--- src/rtl/output_deskewer.sv ---
// -----------------------------------------------------------------------------
// output_deskewer
//   Realigns the diagonally skewed column outputs of a MATRIX_SIZE-wide
//   systolic array into whole result rows. The rows are buffered in a small
//   FIFO and handed to a consumer through a valid/ready handshake.
//
//   Parameters
//     MATRIX_SIZE  number of columns and rows per result (2 or more)
//     DATA_SIZE    width of one partial-sum element
//
//   Ports
//     clk        sole clock, rising edge
//     reset      synchronous, active-high
//     in_start   one-cycle pulse: column 0 of row 0 is on sum_in this cycle
//     sum_in     skewed column outputs (element j = column j)
//     out_row    realigned result row, registered FIFO head
//     out_valid  out_row holds a valid row (FIFO not empty)
//     out_ready  consumer accepts out_row
//     busy       FSM is not in IDLE
//     done       one-cycle pulse after the last row of a result is transferred
//     err        (DESKEW_ERR_EN only) sticky flag for an ignored in_start
//
//   Optional feature macro: DESKEW_ERR_EN adds the err output.
// -----------------------------------------------------------------------------
module output_deskewer #(
  parameter int unsigned MATRIX_SIZE = 2,
  parameter int unsigned DATA_SIZE   = 32
) (
  input  logic                                  clk,
  input  logic                                  reset,
  input  logic                                  in_start,
  input  logic [MATRIX_SIZE-1:0][DATA_SIZE-1:0] sum_in,
  output logic [MATRIX_SIZE-1:0][DATA_SIZE-1:0] out_row,
  output logic                                  out_valid,
  input  logic                                  out_ready,
  output logic                                  busy,
  output logic                                  done
`ifdef DESKEW_ERR_EN
  ,
  output logic                                  err
`endif
);

  localparam int unsigned CNT_W = $clog2(2 * MATRIX_SIZE);
  localparam int unsigned PTR_W = $clog2(MATRIX_SIZE);
  localparam int unsigned OCC_W = $clog2(MATRIX_SIZE + 1);

  // Counter window in which aligned rows are written to the FIFO.
  localparam logic [CNT_W-1:0] CNT_FIRST = CNT_W'(MATRIX_SIZE - 1);
  localparam logic [CNT_W-1:0] CNT_LAST  = CNT_W'(2 * MATRIX_SIZE - 2);
  localparam logic [PTR_W-1:0] PTR_LAST  = PTR_W'(MATRIX_SIZE - 1);

  typedef logic [MATRIX_SIZE-1:0][DATA_SIZE-1:0] row_t;

  typedef enum logic [1:0] {
    IDLE    = 2'd0,
    CAPTURE = 2'd1,
    DRAIN   = 2'd2
  } state_t;

  // ---------------------------------------------------------------------------
  // Deskew chains: column j is delayed MATRIX_SIZE-1-j cycles so that every
  // column of row i lines up in cycle T+i+MATRIX_SIZE-1.
  // ---------------------------------------------------------------------------
  row_t aligned;

  for (genvar j = 0; j < MATRIX_SIZE; j++) begin : g_col
    localparam int unsigned STAGES = MATRIX_SIZE - 1 - j;

    if (STAGES == 0) begin : g_pass
      assign aligned[j] = sum_in[j];
    end else begin : g_chain
      logic [DATA_SIZE-1:0] stage [STAGES];

      always_ff @(posedge clk) begin
        if (reset) begin
          for (int k = 0; k < int'(STAGES); k++) begin
            stage[k] <= '0;
          end
        end else begin
          stage[0] <= sum_in[j];
          for (int k = 1; k < int'(STAGES); k++) begin
            stage[k] <= stage[k-1];
          end
        end
      end

      assign aligned[j] = stage[STAGES-1];
    end
  end

  // ---------------------------------------------------------------------------
  // Control FSM
  // ---------------------------------------------------------------------------
  state_t           state;
  state_t           state_next;
  logic [CNT_W-1:0] cnt;
  logic [CNT_W-1:0] cnt_next;
  logic             done_next;
  logic             fifo_empty;

  // State and capture counter registers.
  always_ff @(posedge clk) begin
    if (reset) begin
      state <= IDLE;
      cnt   <= '0;
    end else begin
      state <= state_next;
      cnt   <= cnt_next;
    end
  end

  // Next-state logic. The counter reads 0 in the start cycle, so the first
  // CAPTURE cycle already counts 1.
  always_comb begin
    state_next = state;
    cnt_next   = cnt;
    done_next  = 1'b0;
    unique case (state)
      IDLE: begin
        if (in_start && fifo_empty) begin
          state_next = CAPTURE;
          cnt_next   = CNT_W'(1);
        end
      end
      CAPTURE: begin
        if (cnt == CNT_LAST) begin
          state_next = DRAIN;
          cnt_next   = '0;
        end else begin
          cnt_next = cnt + CNT_W'(1);
        end
      end
      DRAIN: begin
        if (fifo_empty) begin
          state_next = IDLE;
          done_next  = 1'b1;
        end
      end
      default: begin
        state_next = IDLE;
        cnt_next   = '0;
      end
    endcase
  end

  // ---------------------------------------------------------------------------
  // Row FIFO, depth MATRIX_SIZE. A whole result always fits, so writes never
  // stall; out_valid/out_row are registered copies of the next-cycle head.
  // ---------------------------------------------------------------------------
  row_t             mem [MATRIX_SIZE];
  logic [PTR_W-1:0] wr_ptr;
  logic [PTR_W-1:0] wr_ptr_next;
  logic [PTR_W-1:0] rd_ptr;
  logic [PTR_W-1:0] rd_ptr_next;
  logic [OCC_W-1:0] occ;
  logic [OCC_W-1:0] occ_next;
  logic             wr_en;
  logic             rd_en;
  row_t             head_next;

  assign fifo_empty = (occ == '0);

  // Pointer/occupancy update and next head selection.
  always_comb begin
    wr_en       = (state == CAPTURE) && (cnt >= CNT_FIRST);
    rd_en       = out_valid && out_ready;
    wr_ptr_next = wr_ptr;
    rd_ptr_next = rd_ptr;
    occ_next    = occ;
    head_next   = '0;

    if (wr_en) begin
      wr_ptr_next = (wr_ptr == PTR_LAST) ? '0 : wr_ptr + PTR_W'(1);
    end
    if (rd_en) begin
      rd_ptr_next = (rd_ptr == PTR_LAST) ? '0 : rd_ptr + PTR_W'(1);
    end

    if (wr_en && !rd_en) begin
      occ_next = occ + OCC_W'(1);
    end else if (!wr_en && rd_en) begin
      occ_next = occ - OCC_W'(1);
    end

    // When the FIFO is empty after this cycle's read, the row being written
    // becomes the head directly (it is not in mem until the clock edge).
    if (occ_next != '0) begin
      if (wr_en && (occ == (rd_en ? OCC_W'(1) : OCC_W'(0)))) begin
        head_next = aligned;
      end else begin
        head_next = mem[rd_ptr_next];
      end
    end
  end

  // Row storage; contents need no reset since occupancy guards every read.
  always_ff @(posedge clk) begin
    if (wr_en && !reset) begin
      mem[wr_ptr] <= aligned;
    end
  end

  // FIFO pointers and registered outputs.
  always_ff @(posedge clk) begin
    if (reset) begin
      wr_ptr    <= '0;
      rd_ptr    <= '0;
      occ       <= '0;
      out_valid <= 1'b0;
      out_row   <= '0;
      busy      <= 1'b0;
      done      <= 1'b0;
    end else begin
      wr_ptr    <= wr_ptr_next;
      rd_ptr    <= rd_ptr_next;
      occ       <= occ_next;
      out_valid <= (occ_next != '0);
      out_row   <= head_next;
      busy      <= (state_next != IDLE);
      done      <= done_next;
    end
  end

`ifdef DESKEW_ERR_EN
  // Sticky flag for a start pulse that arrives while it would be ignored.
  always_ff @(posedge clk) begin
    if (reset) begin
      err <= 1'b0;
    end else if (in_start && (busy || !fifo_empty)) begin
      err <= 1'b1;
    end
  end
`endif

endmodule

--- config.mk ---
export PLATFORM = sky130hd
export DESIGN_NAME = output_deskewer
export DESIGN_NICKNAME = d
export VERILOG_FILES = /design/src/rtl/output_deskewer.sv
export SDC_FILE = /design/constraint.sdc
export NUM_CORES = 1
export LEC_CHECK = 0
export BUFFER_PORTS_ARGS = -buffer_cell sky130_fd_sc_hd__buf_4
export CAP_MARGIN = 20
export CELL_PAD_IN_SITES_DETAIL_PLACEMENT = 0
export CELL_PAD_IN_SITES_GLOBAL_PLACEMENT = 1
export CORE_MARGIN = 4
export CORE_UTILIZATION = 30
export DETAILED_ROUTE_END_ITERATION = 12
export PLACE_DENSITY = 0.6
export SLEW_MARGIN = 25
export SYNTH_ARGS = -nofsm -noshare
export SYNTH_HDL_FRONTEND = slang
export SYNTH_SLANG_ARGS = --single-unit
--- constraint.sdc ---
create_clock -name clk -period 7.9 [get_ports clk]
set_input_delay 1.58 -clock clk [delete_from_list [all_inputs] [get_ports clk]]
set_output_delay 1.58 -clock clk [all_outputs]
set_load 0.1 [all_outputs]
* Word level (Yosys, flattened, before mapping) *
Memory sizes are Yosys's and may differ from the RTL's.
Index checks and enable logic that the tools add are counted.

storage, ports and cells
  flip-flop bits (word level) = 75
  bits in writable memories = 160
  input bits = 68
  memories kept = 2

memory list
  name                    depth  bits a word  read ports  clocked after memory_dff  wr ports  line  text
  mem                     2      64           1           0                         1         151   row_t mem [MATRIX_SIZE];
  g_col[0].g_chain.stage  1      32           1           0                         1         73    logic [DATA_SIZE-1:0] stage [STAGES];

cells by class
  add/subtract/negate cells = 5
  magnitude comparators = 1
  eq/ne operators = 5
  multiplexer cells = 22
  bitwise operators = 2
  reductions and logical operators = 18

operator list
  cell                   count
  $mux W64               1
  $mux W32               1
  $reduce_or A32 Y1      1
  $mux W2                7
  $pmux W2 S3            2
  $mux W1                11
  $logic_and A1 B1 Y1    7
  $add A2 B1 Y2 const B  2
  $eq A2 B2 Y1 const B   2
  $logic_not A2 Y1       2
  $reduce_bool A2 Y1     2
  $reduce_or A2 Y1       2
  $logic_not A1 Y1       3
  $add A1 B1 Y1 const B  2
  $eq A2 B1 Y1           1
  $eq A2 B1 Y1 const B   1
  $ge A2 B1 Y1 const B   1
  $ne A2 B2 Y1 const B   1
  $not A1 Y1             2
  $reduce_and A2 Y1      1
  $sub A2 B1 Y2 const B  1

* Depth between registers and ports, before layout *
  depth in word-level cells = 9
  depth in mapped cells = 7

* Worst setup path after synthesis *
Ideal clock, no wire load.

  path type = in2reg
  start = input port reset
  end = memory mem[1][0] (netlist name), enable pin
  library setup time = 0.578 ns
  data arrival time = 6.694 ns
  data required time = 7.322 ns
  path slack = 0.628 ns
  stages = 3
  path buffers = 2
  cell sequence = clkbuf_1 clkbuf_1 nor3b_1

on the way
  longest elaborated chain between the ends = 4

ends and longest elaborated chain
  element                        line  text
  start, declared                30    input logic reset,
  $logic_not A1 Y1               199   if (wr_en && !reset) begin
  $logic_and A1 B1 Y1            199
  $mux W1                        199
  $mux W1 (not written as such)  200   mem[wr_ptr] <= aligned;
  end, declared                  151

No other way between the ends.

* Worst setup path in the final report *
  start = input port out_ready
  end = register out_row[13] (netlist name)

on the way
  longest elaborated chain between the ends = 7

ends and longest elaborated chain
  element                                                  line      text
  start, declared                                          35        input logic out_ready,
  $logic_and A1 B1 Y1 (*)                                  167       rd_en = out_valid && out_ready;
  $logic_and A1 B1 Y1 or $logic_not A1 Y1 (tied branches)  182, 180
  $mux W2 or $logic_and A1 B1 Y1 (tied branches)           182, 180
  $mux W2                                                  180       if (wr_en && !rd_en) begin
  $reduce_bool A2 Y1                                       188       if (occ_next != '0) begin
  $not A1 Y1 (no line)                                     n/a
  $reduce_or A2 Y1 (no line)                               n/a
  end signal, assigned                                     219       out_row <= head_next;
  end, declared                                            33        output logic [MATRIX_SIZE-1:0][DATA_SIZE-1:0] out_row,

Mark *: on every way between the ends. The rest lies on a longest branch, timed or not.
A chain may end at the register's enable or synchronous reset.

==> impl_metrics.ini <==
[synthesis]
synth_mux_area_share_pct = 7.88
synth_flop_cell = edfxtp_1
yosysTopAreaCell = edfxtp_1
synth_edf_count = 128
synth_top_family_by_area = compound AO/OA/AOI/OAI gates
yosys.area_share.adder_pct = 0.151
synthTopCellsByArea = edfxtp_1 46%, dfxtp_1 26%, mux2i_1 7.7%
synth_compound_area_share_pct = 9.75
syn_inst = 542
syn_area_mm2 = 0.00827
yosys.area_share.simple_pct = 7.12
syn_nets = 611
ys_seq_area_share_pct = 72.3
synth-async-reset-ratio_pct = 0
synth_most_common_cell = edfxtp_1
synth_seq_cells = 235
synthXorXnorAreaFrac_pct = 0.318
synthDistinctLibCells = 33
ys_warn_count = 0
yosys-top-cells-count = 128 x edfxtp_1, 107 x dfxtp_1, 74 x nor2_1
avgSynthCellArea_um2 = 15.3
synthDominantCellAreaShare_pct = 46.5

[sta]
relSlewSlack_pct = 51.4
period_share_pct = 44.5
drv_slew = 0
hold_viol_final = 0
setup_tns_ps = 0
setup_ws_ps = 4380
worst_pin_slew_ps = 729
finClkSkew_ps = 12.6
hold_ws_ps = 450
min_period_ps = 3520
rsz0062_at_grt = false
fmax_ghz = 0.284
setup_viol = 0

[cells_and_area]
drive_above_1_share_pct = 33.9
fin_area_mm2 = 0.0104
n_fill_cell = 2554
fin_util_pct = 38.6
fin_nets = 748
n_antenna_cell = 0
synthToLayoutAreaGrowth_pct = 26.1

[die]
dieArea_mm2 = 0.0303
ios = 135
row_count = 60
start_util_pct = 30.6
core_mm2 = 0.0270
die_h_um = 174
die-width_um = 174

[clock_network]
cts_tree = done
cts.clk_slew.worst_paths_ps = 60
cts_max_level = 1
clock_sinks = 235
cts_hold_buf = 0
clk_latency_ps = 510
cts_inserted_buffers = 25
clockBufferDepth = 3
post_cts_buffers = 0
cts.repair.resized = 0
cts_root_buffer = clkbuf_16

[critical_path]
path_buf_inv = 3
endpoint_kind = flop
crit_type = input pin to flop
cpMostUsedCell = buf_4
worst-path-max-fanout = 38
slowest_delay_ps = 670
cp.arrival_ps = 3890
crit_family = buffers and inverters
critPathSlowestCell = buf_4
cp-start-kind = input pin
crit_chain = buf_4 -> and2_1 -> xnor2_2 -> buf_4 -> buf_4 -> mux2i_1 -> a211oi_1
worstPathRequired_ps = 8270

[pwr]
p_per_area_mw_per_mm2 = 402
ir_drop_uv = 224
power.leakage_nw = 4.21

[route]
wl_mm = 16.9
drt_iter0_drc = 200
vias = 4614
drc = 0
antenna_left = 0
wl_per_cell_um = 16.3
first_pass_iters = 4
viasPerCell = 4.45

[placement]
port_buffers = 134
place_congestion = 0.697
place_hpwl_mm = 10.1
dpl_cell_area_mm2 = 0.00965
dp_slack_ps = 3860

[run]
drv_cap = 0

[outcome]
status = finished clean

[worst_hold_path]
min_path_type = flop to flop

[grt]
grt_pass1_vias = 4792
grt_overflow_total = 0
grt_pass1_wl_mm = 26.7
grt_max_degree = 58
globalRouteTotalUtil_pct = 10.8
grt_antenna_before_repair = 0
[cells in the final DEF, fill, tap and decap left out, types with 2 or more instances in the layout]
| master | Yosys | final |
|---|---|---|
| nand2_1 | 6 | 6 |
| a31oi_1 | 2 | 2 |
| buf_4 | 0 | 141 |
| mux2i_1 | 64 | 64 |
| nor2b_1 | 32 | 32 |
| clkinvlp_4 | 0 | 2 |
| nor3b_1 | 3 | 2 |
| inv_1 | 4 | 4 |
| clkinv_1 | 0 | 2 |
| nor2_1 | 74 | 74 |
| a211oi_1 | 16 | 16 |
| a211oi_2 | 49 | 49 |
| xnor2_1 | 3 | 2 |
| a21oi_1 | 3 | 3 |
| clkbuf_16 | 0 | 25 |
| clkinv_2 | 0 | 4 |
| clkbuf_1 | 12 | 8 |
| bufinv_16 | 0 | 2 |
| edfxtp_1 | 128 | 128 |
| dfxtp_1 | 107 | 107 |
[logic make-up after synthesis]
| kind of cell | count (synthesis) |
|---|---|
| DFF | 235 |
| and+or+nand+nor | 125 |
| AOI/OAI and AO/OA | 76 |
| muxes | 65 |
| buffers and inverters | 37 |
| xor gates and xnor gates | 3 |
| adders and majority gates | 1 |
[worst register-to-register path, stage by stage (launching register included)]
cell,delay [ps]
dfxtp_1,350
and2_1,250
xnor2_2,130
buf_4,460
buf_4,700
mux2i_1,250
a211oi_1,440
[per-layer routing]
metal  global-route usage, %  share of wire [%]
met1                    14.4                 46
met2                    17.9                 47
met3                    2.52                5.4
met4                    3.00                1.7
met5                       0                  0
[final timing paths]
kind	start	endpoint	slack, ps	cells past startpoint
max	out_ready	out_row[13]$_SDFF_PP0_	4380	7
min	g_col[0].g_chain.stage[0][5]$_SDFF_PP0_	mem[1][5]$_DFFE_PP_	450	0
max reg2reg	out_valid$_SDFF_PP0_	out_row[13]$_SDFF_PP0_	5170	6
min reg2reg	g_col[0].g_chain.stage[0][5]$_SDFF_PP0_	mem[1][5]$_DFFE_PP_	450	0
[layout make-up]
class | count | area [µm²] | area share, %
Multi-Input combinational cell | 270 | 2120 | 20.3
Clock buffer | 34 | 669 | 6.42
Tap cell | 341 | 427 | 4.09
Inverter | 4 | 15.0 | 0.144
Clock inverter | 11 | 111 | 1.07
Timing Repair Buffer | 143 | 1110 | 10.6
Sequential cell | 235 | 5990 | 57.4
[flip-flops by register name, indices dropped and copies added (netlist names)]
| signal | count |
|---|---|
| mem | 128 |
| out_row | 64 |
| g_col.g_chain.stage | 32 |
| cnt | 2 |
| occ | 2 |
| state | 2 |
| busy | 1 |
| done | 1 |
| out_valid | 1 |
| rd_ptr | 1 |
| wr_ptr | 1 |
[metrics by stage]
step,power [mW],instances
global route,4.38,1038
detailed placement,3.12,993
finish,4.19,1038
global placement,3.10,991
floorplan,2.79,542
CTS,4.26,1038
[power breakdown]
part	total, mW	internal, mW	switching (mW)	leakage, nW
clock network	1.11	0.659	0.456	0.377
logic	1.57	0.372	1.20	1.79
registers	1.51	1.44	0.0618	2.04
total	4.19	2.47	1.72	4.21
Note: power is estimated with default switching activity, not from simulation.
